### src/rtl/math_divider_restoring_pkg.sv
// Shared definitions for the sequential math blocks: FSM state encodings and
// the constant-function used to size iteration counters.
package math_divider_restoring_pkg;

    typedef logic [1:0] state_t;

    localparam state_t ST_IDLE = 2'd0;
    localparam state_t ST_RUN  = 2'd1;
    localparam state_t ST_DONE = 2'd2;

    // Smallest w with 2**w >= v; loop form keeps it usable in constant context.
    function automatic int unsigned ceil_log2(input int unsigned v);
        int unsigned w;
        w = 0;
        for (int unsigned i = 0; i < 32; i++) begin
            if ((32'd1 << i) < v) w = i + 1;
        end
        return w;
    endfunction

endpackage

### src/rtl/math_divider_restoring_if.sv
// start/busy/done handshake plus operand and result buses of the divider.
interface math_divider_restoring_if #(parameter int N = 4);

    logic         start;
    logic [N-1:0] a;
    logic [N-1:0] b;
    logic         busy;
    logic         done;
    logic [N-1:0] q;
    logic [N-1:0] r;
    logic         div_by_zero;

    modport master (
        output start, a, b,
        input  busy, done, q, r, div_by_zero
    );

    modport slave (
        input  start, a, b,
        output busy, done, q, r, div_by_zero
    );

endinterface

### src/rtl/math_divider_restoring_step.sv
// One restoring-division iteration: shift next dividend bit into the partial
// remainder, trial-subtract the divisor, keep the difference if it fits.
module math_divider_step #(
    parameter int N = 4
) (
    input  logic [N:0]   rem_in,
    input  logic         bit_in,
    input  logic [N-1:0] b,
    output logic [N:0]   rem_out,
    output logic         q_bit
);

    logic [N:0] shifted;

    always_comb begin
        shifted = {rem_in[N-1:0], bit_in};
        // rem_in[N] set means the shifted value already exceeds any N-bit divisor.
        q_bit   = rem_in[N] | (shifted >= {1'b0, b});
        rem_out = q_bit ? (shifted - {1'b0, b}) : shifted;
    end

endmodule

### src/rtl/math_divider_restoring.sv
// Sequential unsigned restoring divider, one quotient bit per clock:
// q = a / b, r = a % b, with a forced all-ones quotient on divide-by-zero.
module math_divider_restoring
    import math_divider_restoring_pkg::*;
#(
    parameter int N = 4
) (
    input logic                     clk,
    input logic                     rst_n,
    math_divider_restoring_if.slave bus
);

    localparam int unsigned CW = ceil_log2(N);

    state_t       state;
    logic [CW-1:0] cnt;
    logic [N-1:0] a_reg;
    logic [N-1:0] b_reg;
    logic [N-1:0] dvd;
    logic [N:0]   rem;
    logic [N:0]   rem_nxt;
    logic         q_bit;

    logic         busy_r;
    logic         done_r;
    logic [N-1:0] q_r;
    logic [N-1:0] r_r;
    logic         dz_r;

    math_divider_step #(.N(N)) u_step (
        .rem_in  (rem),
        .bit_in  (dvd[N-1]),
        .b       (b_reg),
        .rem_out (rem_nxt),
        .q_bit   (q_bit)
    );

    // dvd doubles as the quotient register: dividend bits shift out the top
    // while quotient bits shift in at the bottom.
    always_ff @(posedge clk or negedge rst_n) begin
        if (!rst_n) begin
            state  <= ST_IDLE;
            cnt    <= '0;
            a_reg  <= '0;
            b_reg  <= '0;
            dvd    <= '0;
            rem    <= '0;
            busy_r <= 1'b0;
            done_r <= 1'b0;
            q_r    <= '0;
            r_r    <= '0;
            dz_r   <= 1'b0;
        end else begin
            case (state)
                ST_IDLE: begin
                    if (bus.start) begin
                        a_reg  <= bus.a;
                        b_reg  <= bus.b;
                        dvd    <= bus.a;
                        rem    <= '0;
                        cnt    <= CW'(N - 1);
                        busy_r <= 1'b1;
                        state  <= ST_RUN;
                    end
                end
                ST_RUN: begin
                    rem <= rem_nxt;
                    dvd <= {dvd[N-2:0], q_bit};
                    cnt <= cnt - CW'(1);
                    if (cnt == '0) begin
                        state  <= ST_DONE;
                        done_r <= 1'b1;
                        dz_r   <= (b_reg == '0);
                        q_r    <= (b_reg == '0) ? '1 : {dvd[N-2:0], q_bit};
                        r_r    <= (b_reg == '0) ? a_reg : rem_nxt[N-1:0];
                    end
                end
                ST_DONE: begin
                    done_r <= 1'b0;
                    busy_r <= 1'b0;
                    state  <= ST_IDLE;
                end
                default: begin
                    state <= ST_IDLE;
                end
            endcase
        end
    end

    assign bus.busy        = busy_r;
    assign bus.done        = done_r;
    assign bus.q           = q_r;
    assign bus.r           = r_r;
    assign bus.div_by_zero = dz_r;

endmodule

### src/flat_wrapper.sv
// flat-port wrapper written by rule: the top's interface ports become plain ports
module math_divider_restoring_flat import math_divider_restoring_pkg::*;
#(
    parameter int N = 4
)
  (clk, rst_n, bus_start, bus_a, bus_b, bus_busy, bus_done, bus_q, bus_r, bus_div_by_zero);
  math_divider_restoring_if #(.N(N)) bus_i ();
  input logic clk;
  input logic rst_n;
  input wire logic [$bits(bus_i.start)-1:0] bus_start;
  input wire logic [$bits(bus_i.a)-1:0] bus_a;
  input wire logic [$bits(bus_i.b)-1:0] bus_b;
  output wire logic [$bits(bus_i.busy)-1:0] bus_busy;
  output wire logic [$bits(bus_i.done)-1:0] bus_done;
  output wire logic [$bits(bus_i.q)-1:0] bus_q;
  output wire logic [$bits(bus_i.r)-1:0] bus_r;
  output wire logic [$bits(bus_i.div_by_zero)-1:0] bus_div_by_zero;
  assign bus_i.start = bus_start;
  assign bus_i.a = bus_a;
  assign bus_i.b = bus_b;
  assign bus_busy = bus_i.busy;
  assign bus_done = bus_i.done;
  assign bus_q = bus_i.q;
  assign bus_r = bus_i.r;
  assign bus_div_by_zero = bus_i.div_by_zero;
  math_divider_restoring #(.N(N)) u_core (.clk(clk), .rst_n(rst_n), .bus(bus_i));
endmodule
### config.mk
export PLATFORM = sky130hd
export DESIGN_NAME = math_divider_restoring_flat
export DESIGN_NICKNAME = d
export VERILOG_FILES = /design/src/rtl/math_divider_restoring_pkg.sv /design/src/rtl/math_divider_restoring_if.sv /design/src/rtl/math_divider_restoring_step.sv /design/src/rtl/math_divider_restoring.sv /design/src/flat_wrapper.sv
export SDC_FILE = /design/constraint.sdc
export NUM_CORES = 1
export LEC_CHECK = 0
export ABC_CLOCK_PERIOD_IN_PS = 2450
export BUFFER_PORTS_ARGS = -buffer_cell sky130_fd_sc_hd__buf_4
export CAP_MARGIN = 20
export CORE_MARGIN = 2
export CORE_UTILIZATION = 40
export CTS_CLUSTER_DIAMETER = 80
export DETAILED_ROUTE_END_ITERATION = 8
export SETUP_SLACK_MARGIN = 0.4
export SLEW_MARGIN = 30
export SYNTH_ARGS = -nofsm -noshare
export SYNTH_HDL_FRONTEND = slang
export SYNTH_SLANG_ARGS = --single-unit
### constraint.sdc
create_clock -name clk -period 2.45 [get_ports clk]
set_clock_uncertainty 0.05 [all_clocks]
set_input_delay 0.3675 -clock clk [delete_from_list [all_inputs] [get_ports clk]]
set_output_delay 0.3675 -clock clk [all_outputs]
set_load 0.01 [all_outputs]
==> results of run 1 <==
## per-stage QoR
stage / worst slack, ps / hold WS, ps / util / power [uW] / cells
final: 490.0 / 237.8 / 0.5000 / 2769 / 210
after global routing: 385.1 / 241.7 / 0.5000 / 3002 / 210
after CTS: 518.1 / 233.9 / 0.4990 / 2763 / 210
after detailed placement: 522.9 / 277.9 / 0.4697 / 2309 / 202
after global placement: 573.0 / 276.7 / 0.4697 / 2259 / 202
after floorplan: 665.3 / 21.91 / - / 1910 / 134
## report_power, final
| group | total (uW) | switching [uW] | internal (uW) |
|---|---|---|---|
| Clock | 447 | 197 | 250 |
| Combinational | 1360 | 732 | 631 |
| Sequential | 960 | 180 | 780 |
## timing repair
item,CTS,global route
gates resized for setup,0,1
hold buffers,1,0
setup buffers,0,0
endpoints found under the hold margin,32,0
endpoints found under the setup margin,0,2
## metal layers
metal	track usage	routed length [um]	vias to the layer above
li1	-	-	535
met1	0.2202	1420	557
met2	0.2870	1603	35
met3	0.05479	157	7
met4	0.08073	57	0
met5	0	0	-
## area by class of cell
| cell class | count | share of cell area |
|---|---|---|
| flip-flops and latches | 32 | 0.4408 |
| multi-input cells | 90 | 0.3574 |
| repair buffers | 22 | 0.09229 |
| clock buffers | 7 | 0.05303 |
| well taps | 48 | 0.03306 |
| inverters | 11 | 0.02342 |
## synthesized netlist by cell type, drive strengths merged
master / count / area, sq um
o2bb2ai: 1 / 8.760
mux2: 6 / 71.31
or4: 1 / 11.26
o22ai: 1 / 6.260
nor2b: 2 / 15.02
a22oi: 7 / 52.55
a21boi: 1 / 18.77
mux2i: 2 / 20.02
a31oi: 2 / 12.51
a21oi: 5 / 28.78
nand3: 2 / 15.01
xnor2: 1 / 8.760
clkinv: 1 / 5.000
inv: 10 / 37.53
nand3b: 1 / 7.510
nor4: 1 / 6.260
fa: 1 / 20.02
a21o: 2 / 16.27
buf: 1 / 7.510
ha: 5 / 62.56
nor2: 4 / 22.52
dfrtp: 32 / 800.8
nand2: 17 / 68.81
o21ai: 18 / 93.84
o31ai: 1 / 7.510
xor2: 1 / 8.760
o22a: 3 / 26.28
o311ai: 1 / 8.760
o21bai: 1 / 7.510
and2: 2 / 15.02
nor3: 1 / 5.000
## worst max path at each step
| stage | depth (start not counted) | to |
|---|---|---|
| 3_5_place_dp | 6 | u_core.rem[2]$_DFFE_PN0P_ |
| 4_1_cts | 6 | u_core.rem[0]$_DFFE_PN0P_ |
| 3_3_place_gp | 6 | u_core.rem[2]$_DFFE_PN0P_ |
| 5_1_grt | 6 | u_core.rem[0]$_DFFE_PN0P_ |
| 6_report | 6 | u_core.rem[0]$_DFFE_PN0P_ |
| 2_1_floorplan | 6 | u_core.rem[0]$_DFFE_PN0P_ |
## layout by cell type, fill, tap and decap left out, types with 4 or more instances in the layout
| master | Yosys | routed |
|---|---|---|
| a21oi_1 | 4 | 4 |
| a22oi_1 | 7 | 7 |
| buf_4 | 1 | 21 |
| clkbuf_8 | 0 | 7 |
| dfrtp_1 | 32 | 32 |
| ha_1 | 5 | 5 |
| inv_1 | 9 | 9 |
| mux2_2 | 4 | 4 |
| nand2_1 | 15 | 15 |
| o21ai_0 | 11 | 11 |
| o21ai_1 | 6 | 6 |
## kinds of logic (layout without fill, tap and decap cells)
logic type | after synthesis | after routing | share of synthesized area
buffers and inverters | 12 | 40 | 0.03344
AND/OR/NAND/NOR | 31 | 31 | 0.1112
flip-flops | 32 | 32 | 0.5351
adder cells (fa/ha/maj) | 6 | 6 | 0.05518
AO/OA/AOI/OAI | 43 | 43 | 0.1923
XOR/XNOR | 2 | 2 | 0.01171
multiplexers | 8 | 8 | 0.06103
## critical path, stage by stage (launching register included)
cell and delay, ps:
dfrtp_1 410, ha_1 390, a21oi_2 180, nand3_2 110
a21boi_4 290, mux2_4 340, o21ai_1 120
==> impl_metrics.ini, run 1 <==
[floorplanning]
io-pin-count = 22
core_sq_um = 3633
die_x_um = 65.17
die_h_um = 65.17
die_area_sq_um = 4246
initial_core_util = 0.4118
rows = 22

[cts]
h-tree-depth = 2
numCtsBuffers = 5
cts_max_path_buffers = 2
cts_sinks = 32
clk-insertion-delay-late_ps = 290
cts-root-buf = clkbuf_8
cts_tree = done
clkSlewWorstSetupHoldPaths_ps = 70

[placement]
port_buffers = 21
post_dp_cell_area_sq_um = 1707
hpwl_um = 2304
gp_congestion = 0.8047

[final_layout]
num-nets-final = 179
final_area_sq_um = 1817
multiInputGateArea_sq_um = 649.4
fillers = 340
drive_gt1_frac = 0.2901
largest_reg_flops = 5
largest_register = u_core.rem
seq_area_sq_um = 800.8
n_antenna_cell = 0
syn_to_final_growth_pct = 21.40

[drt]
antenna_left = 0
drt-vias-per-instance = 5.400
firstDrtPassIters = 4
routed_wl_um = 3240
wl_per_cell_um = 15.43
drc = 0
dr_total_vias = 1134
dr.first_iter.drc_count = 38

[setup_path]
reg2regPathDepth = 6
end_kind = flop
critPathLaunchType = flop
reg2reg_from = u_core.rem[1]$_DFFE_PN0P_
startpoint = u_core.rem[1]$_DFFE_PN0P_
arrival_ps = 2130
cp_data_required_time_ps = 2620
path_max_fanout = 6
worst-r2r-setup-slack_ps = 490
timing.rr.end = u_core.rem[0]$_DFFE_PN0P_
worst-setup-path-type = reg2reg

[hold_path]
worstHoldPathType = in2reg
worstHoldStart = bus_b[2]
hold_path_end = u_core.b_reg[2]$_DFFE_PN0P_
whs_path_depth = 3

[logic_synthesis]
ys_warn_count = 0
yosysUniqueCellTypes = 43
ys_ff_latch = 32
synthCells = 134
syn-cell-area_sq_um = 1496
avgSynthCellArea_sq_um = 11.17
ys_seq_area_frac = 0.5351
syn_nets = 151

[power_and_ir_drop]
power_density_nw_per_um2 = 1524
vdd_drop_max_uv = 586.8
leakagePower_uw = 0.0008259

[timing]
drv_slew = 0
finalSetupTns_ps = 0
setup_viol = 0
min_period_ps = 1960
finalHoldViolCount = 0
fmax_mhz = 510.2
period_share = 0.8000
slew_headroom = 0.4361
rsz0062_at_grt = yes
worst_pin_slew_ps = 840.3

[global_route]
grt_usage = 0.1783
grt_max_degree = 33
grt_pass1_vias = 1140
antenna_found_initial = 0
gr-total-overflow = 0
grt_pass1_wl_um = 5602

[job]
maxCapViolCount = 0

[status]
status = completed
(Power assumes the default switching activity.)
==> run 2, diff against run 1 <==
- ABC_CLOCK_PERIOD_IN_PS: 2450 -> 1800
- clock period: 2.45 -> 1.8 ns (I/O delays scaled with it)
==> impl_metrics.ini, run 2 (synthesized netlist as in run 1, its figures left out) <==
[status]
status = completed

[timing]
finalHoldViolCount = 0
min_period_ps = 1794
worst_pin_slew_ps = 411.7
slew_headroom = 0.7255
setup_viol = 0
rsz0062_at_grt = yes
period_share = 0.9964
fmax_mhz = 557.6
drv_slew = 0

[setup_path]
reg2reg_from = u_core.b_reg[2]$_DFFE_PN0P_
cp_data_required_time_ps = 1960
path_max_fanout = 5
end_kind = flop
timing.rr.end = u_core.rem[0]$_DFFE_PN0P_
reg2regPathDepth = 7
arrival_ps = 1950
worst-r2r-setup-slack_ps = 6
worst-setup-path-type = reg2reg
critPathLaunchType = flop

[placement]
hpwl_um = 2314
gp_congestion = 0.7852
port_buffers = 21

[cts]
numCtsBuffers = 5
cts_tree = done
cts-root-buf = clkbuf_8
cts_max_path_buffers = 2
h-tree-depth = 2
clkSlewWorstSetupHoldPaths_ps = 60
cts_sinks = 32
clk-insertion-delay-late_ps = 280

[floorplanning]
initial_core_util = 0.4118
die_area_sq_um = 4246
die_h_um = 65.17
die_x_um = 65.17
rows = 22
core_sq_um = 3633
io-pin-count = 22

[drt]
drc = 0
wl_per_cell_um = 14.85
routed_wl_um = 3342
dr.first_iter.drc_count = 38
firstDrtPassIters = 4
dr_total_vias = 1164
drt-vias-per-instance = 5.173
antenna_left = 0

[hold_path]
whs_path_depth = 3
worstHoldStart = bus_b[1]
hold_path_end = u_core.b_reg[1]$_DFFE_PN0P_
worstHoldPathType = in2reg

[final_layout]
drive_gt1_frac = 0.4350
final_common_cell = buf_4
largest_reg_flops = 5
fillers = 336
final_cell_mix = 33 x buf_4, 31 x dfrtp_1, 15 x nand2_1
largest_register = u_core.rem
fin_util = 0.5541
num-nets-final = 194
n_antenna_cell = 0
syn_to_final_growth_pct = 34.53

[power_and_ir_drop]
power_density_nw_per_um2 = 2149
p_int_uw = 2622
p_sw_uw = 1705
seq_power_share = 0.307
power_frac_clock = 0.119
leakagePower_uw = 0.0009099
finalPower_uw = 4327
vdd_drop_max_uv = 789.5
p_comb_frac = 0.575
p_sw_frac = 0.3940

[global_route]
grt_usage = 0.1800
grt_pass1_vias = 1140
gr-total-overflow = 0
antenna_found_initial = 0
grt_max_degree = 33
grt_pass1_wl_um = 5664

[job]
maxCapViolCount = 0
-- run 2: cell count changes in the layout (fill, tap and decap cells not counted), moves of 2 or more --
cell / before / now
inv_1: 9 / 5
nand2_2: 2 / 0
ha_1: 5 / 2
nand2_4: 0 / 2
clkbuf_8: 7 / 5
o21ai_0: 11 / 9
buf_4: 21 / 33
ha_4: 0 / 3
inv_2: 1 / 5
buf_6: 0 / 3
-- run 2: worst max path at each step --
stage                                     start                   endpoint  cells after the start
CTS                 u_core.b_reg[2]$_DFFE_PN0P_  u_core.rem[0]$_DFFE_PN0P_                      7
finish              u_core.b_reg[2]$_DFFE_PN0P_  u_core.rem[0]$_DFFE_PN0P_                      7
global placement    u_core.b_reg[2]$_DFFE_PN0P_  u_core.rem[1]$_DFFE_PN0P_                      7
detailed placement  u_core.b_reg[2]$_DFFE_PN0P_  u_core.rem[0]$_DFFE_PN0P_                      7
floorplan             u_core.rem[0]$_DFFE_PN0P_  u_core.rem[0]$_DFFE_PN0P_                      6
global route        u_core.b_reg[2]$_DFFE_PN0P_  u_core.rem[0]$_DFFE_PN0P_                      7
-- run 2: layout make-up --
type                            instances  area, sq um  area share
Clock buffer                            6        72.57     0.03605
Clock inverter                          1        5.005    0.002486
Inverter                               11        42.54     0.02113
Multi-Input combinational cell         90        739.5      0.3673
Sequential cell                        32        802.0      0.3984
Tap cell                               48        60.06     0.02983
Timing Repair Buffer                   37        291.5      0.1448
-- run 2: worst max-delay path, stage by stage (launching register included) --
cell	delay, ps
dfrtp_1	400
inv_2	90
ha_4	220
a21oi_4	140
nand3_2	110
a21boi_4	260
mux2_4	350
o21ai_2	110
-- run 2: metrics by stage --
stage               TNS, ps  hold slack (ps)  std cells  area [sq um]  setup WS (ps)
floorplan                 0           -75.59        134          1515          123.5
global placement          0            172.7        210          1785          42.47
CTS                  -2.861            133.9        223          1986         -2.282
detailed placement   -40.25            180.7        210          1785         -34.47
global route         -579.6            167.2        225          2013         -93.72
finish                    0            134.7        225          2013          6.496
-- run 2: repair_timing --
item	in CTS	in global routing
endpoints found under the hold margin	32	0
resized for setup	17	4
pin swaps	9	9
endpoints found under the setup margin	19	24
setup buffers	5	2
hold buffers	1	0
-- run 2: metal layers --
layer  routed length [um]  track usage
met5                    0            0
met3                  150      0.05137
met2                 1580       0.2781
met4                   65      0.07031
met1                 1546       0.2401
-- run 2: power by group through the flow --
stage	logic (uW)	registers (uW)	clock network, uW
global route	2740	1370	555
global placement	1970	1300	0
detailed placement	2030	1310	0
CTS	2390	1320	530
finish	2490	1330	513
floorplan	1370	1310	0
==> run 3, diff against run 2 <==
- ABC_CLOCK_PERIOD_IN_PS: 1800 -> 2020
- clock period: 1.8 -> 2.02 ns (I/O delays scaled with it)
==> impl_metrics.ini, run 3 (synthesized netlist as in run 1, its figures left out) <==
[timing]
finalHoldViolCount = 0
min_period_ps = 1894
worst_hold_slack_ps = 179.0
slew_headroom = 0.7260
drv_slew = 0
setup_viol = 0
rsz0062_at_grt = yes
worst_pin_slew_ps = 411.0
period_share = 0.9374
fmax_mhz = 528.1
finalSetupTns_ps = 0

[floorplanning]
initial_core_util = 0.4118
io-pin-count = 22
core_sq_um = 3633
die_x_um = 65.17
die_h_um = 65.17
die_area_sq_um = 4246
rows = 22

[drt]
antenna_left = 0
routed_wl_um = 3219
drc = 0
dr_total_vias = 1120
drt-vias-per-instance = 5.161
wl_per_cell_um = 14.83
dr.first_iter.drc_count = 64
firstDrtPassIters = 4

[placement]
gp_congestion = 0.9029
post_dp_cell_area_sq_um = 1733
hpwl_um = 2320
port_buffers = 21

[cts]
cts_max_path_buffers = 2
h-tree-depth = 2
cts_sinks = 32
numCtsBuffers = 5
clk-insertion-delay-late_ps = 280
cts-root-buf = clkbuf_8
cts_tree = done
clkSlewWorstSetupHoldPaths_ps = 60

[status]
status = completed

[setup_path]
arrival_ps = 2050
slowest_stage = dfrtp_1
path_max_fanout = 6
max_stage_delay_ps = 370
cp_data_required_time_ps = 2180
path_cells = inv_2 > ha_1 > nand3b_1 > nand3_2 > a21boi_4 > mux2_4 > o21ai_1
critPathLaunchType = flop
worst-setup-path-type = reg2reg
end_kind = flop
worst-r2r-setup-slack_ps = 130

[global_route]
grt_usage = 0.1708
gr-total-overflow = 0
antenna_found_initial = 0
grt_pass1_vias = 1145
grt_pass1_wl_um = 5444
grt_max_degree = 33

[final_layout]
largest_reg_flops = 5
final_area_sq_um = 1917
n_antenna_cell = 0
num-nets-final = 185
drive_gt1_frac = 0.3787
syn_to_final_growth_pct = 28.09
final_common_cell = dfrtp_1
final_cell_mix = 32 x dfrtp_1, 27 x buf_4, 15 x nand2_1
largest_register = u_core.rem

[power_and_ir_drop]
finalPower_uw = 3631
seq_power_share = 0.324
power_frac_clock = 0.137
vdd_drop_max_uv = 791.5
power_density_nw_per_um2 = 1894
p_sw_frac = 0.3963
leakagePower_uw = 0.0008567
p_sw_uw = 1439
p_int_uw = 2192
p_comb_frac = 0.539

[hold_path]
worstHoldPathType = in2reg

[job]
maxCapViolCount = 0
[run 3: worst max-delay path, delay by kind of cell (launching register included)]
| family | cells | cell delay, ps |
|---|---|---|
| AO/OA/AOI/OAI | 2 | 390 |
| adder cells (fa/ha/maj) | 1 | 330 |
| buffers and inverters | 1 | 70 |
| flip-flops | 1 | 370 |
| multiplexers | 1 | 350 |
| AND/OR/NAND/NOR | 2 | 270 |
[run 3: layout make-up]
cell class,instances,area [sq um]
fill,340,1717
sequential,32,800.8
multi-input combinational,90,708.2
timing repair buffer,28,212.7
clock buffer,6,82.58
tap,48,60.06
inverter,11,42.54
clock inverter,2,10.01
[run 3: per-stage QoR]
step	setup WS, ps	std cells	utilization
CTS	169.7	214	0.5124
floorplan	343.1	134	-
global placement	219.1	203	0.4769
finish	126.4	217	0.5275
detailed placement	198.7	203	0.4769
global route	27.14	217	0.5275
[run 3: power by group through the flow]
stage	sequential, uW	clock (uW)	combinational (uW)
floorplan	1160	0	1210
global placement	1170	0	1630
detailed placement	1190	0	1690
CTS	1170	510	1810
global route	1220	554	2170
finish	1180	497	1960
[run 3: routing by layer]
layer  track usage  vias up  part of all wire
li1              -      543                 -
met1        0.2307      551              0.46
met2        0.2602       20              0.49
met3       0.04623        6             0.034
met4       0.07031        0             0.014
met5             0        -                 0
[run 3: path summary, 6_finish.rpt]
check | startpoint | to | cells after the start
max in group asynchronous | rst_n | u_core.rem[0]$_DFFE_PN0P_ | 2
min in group asynchronous | rst_n | u_core.bus.busy$_DFFE_PN0P_ | 2
worst min-delay path | bus_b[2] | u_core.b_reg[2]$_DFFE_PN0P_ | 3
worst min register to register | u_core.bus.div_by_zero$_DFFE_PN0P_ | u_core.bus.div_by_zero$_DFFE_PN0P_ | 1
worst max register to register | u_core.b_reg[1]$_DFFE_PN0P_ | u_core.rem[0]$_DFFE_PN0P_ | 7
worst max-delay path | u_core.b_reg[1]$_DFFE_PN0P_ | u_core.rem[0]$_DFFE_PN0P_ | 7
[run 3: repair_timing]
| item | in CTS | in global routing |
|---|---|---|
| endpoints found under the setup margin | 9 | 11 |
| pin swaps | 1 | 5 |
| hold buffers | 1 | 0 |
| buffers inserted | 2 | 3 |
| gates resized for setup | 3 | 7 |
| endpoints found under the hold margin | 32 | 0 |
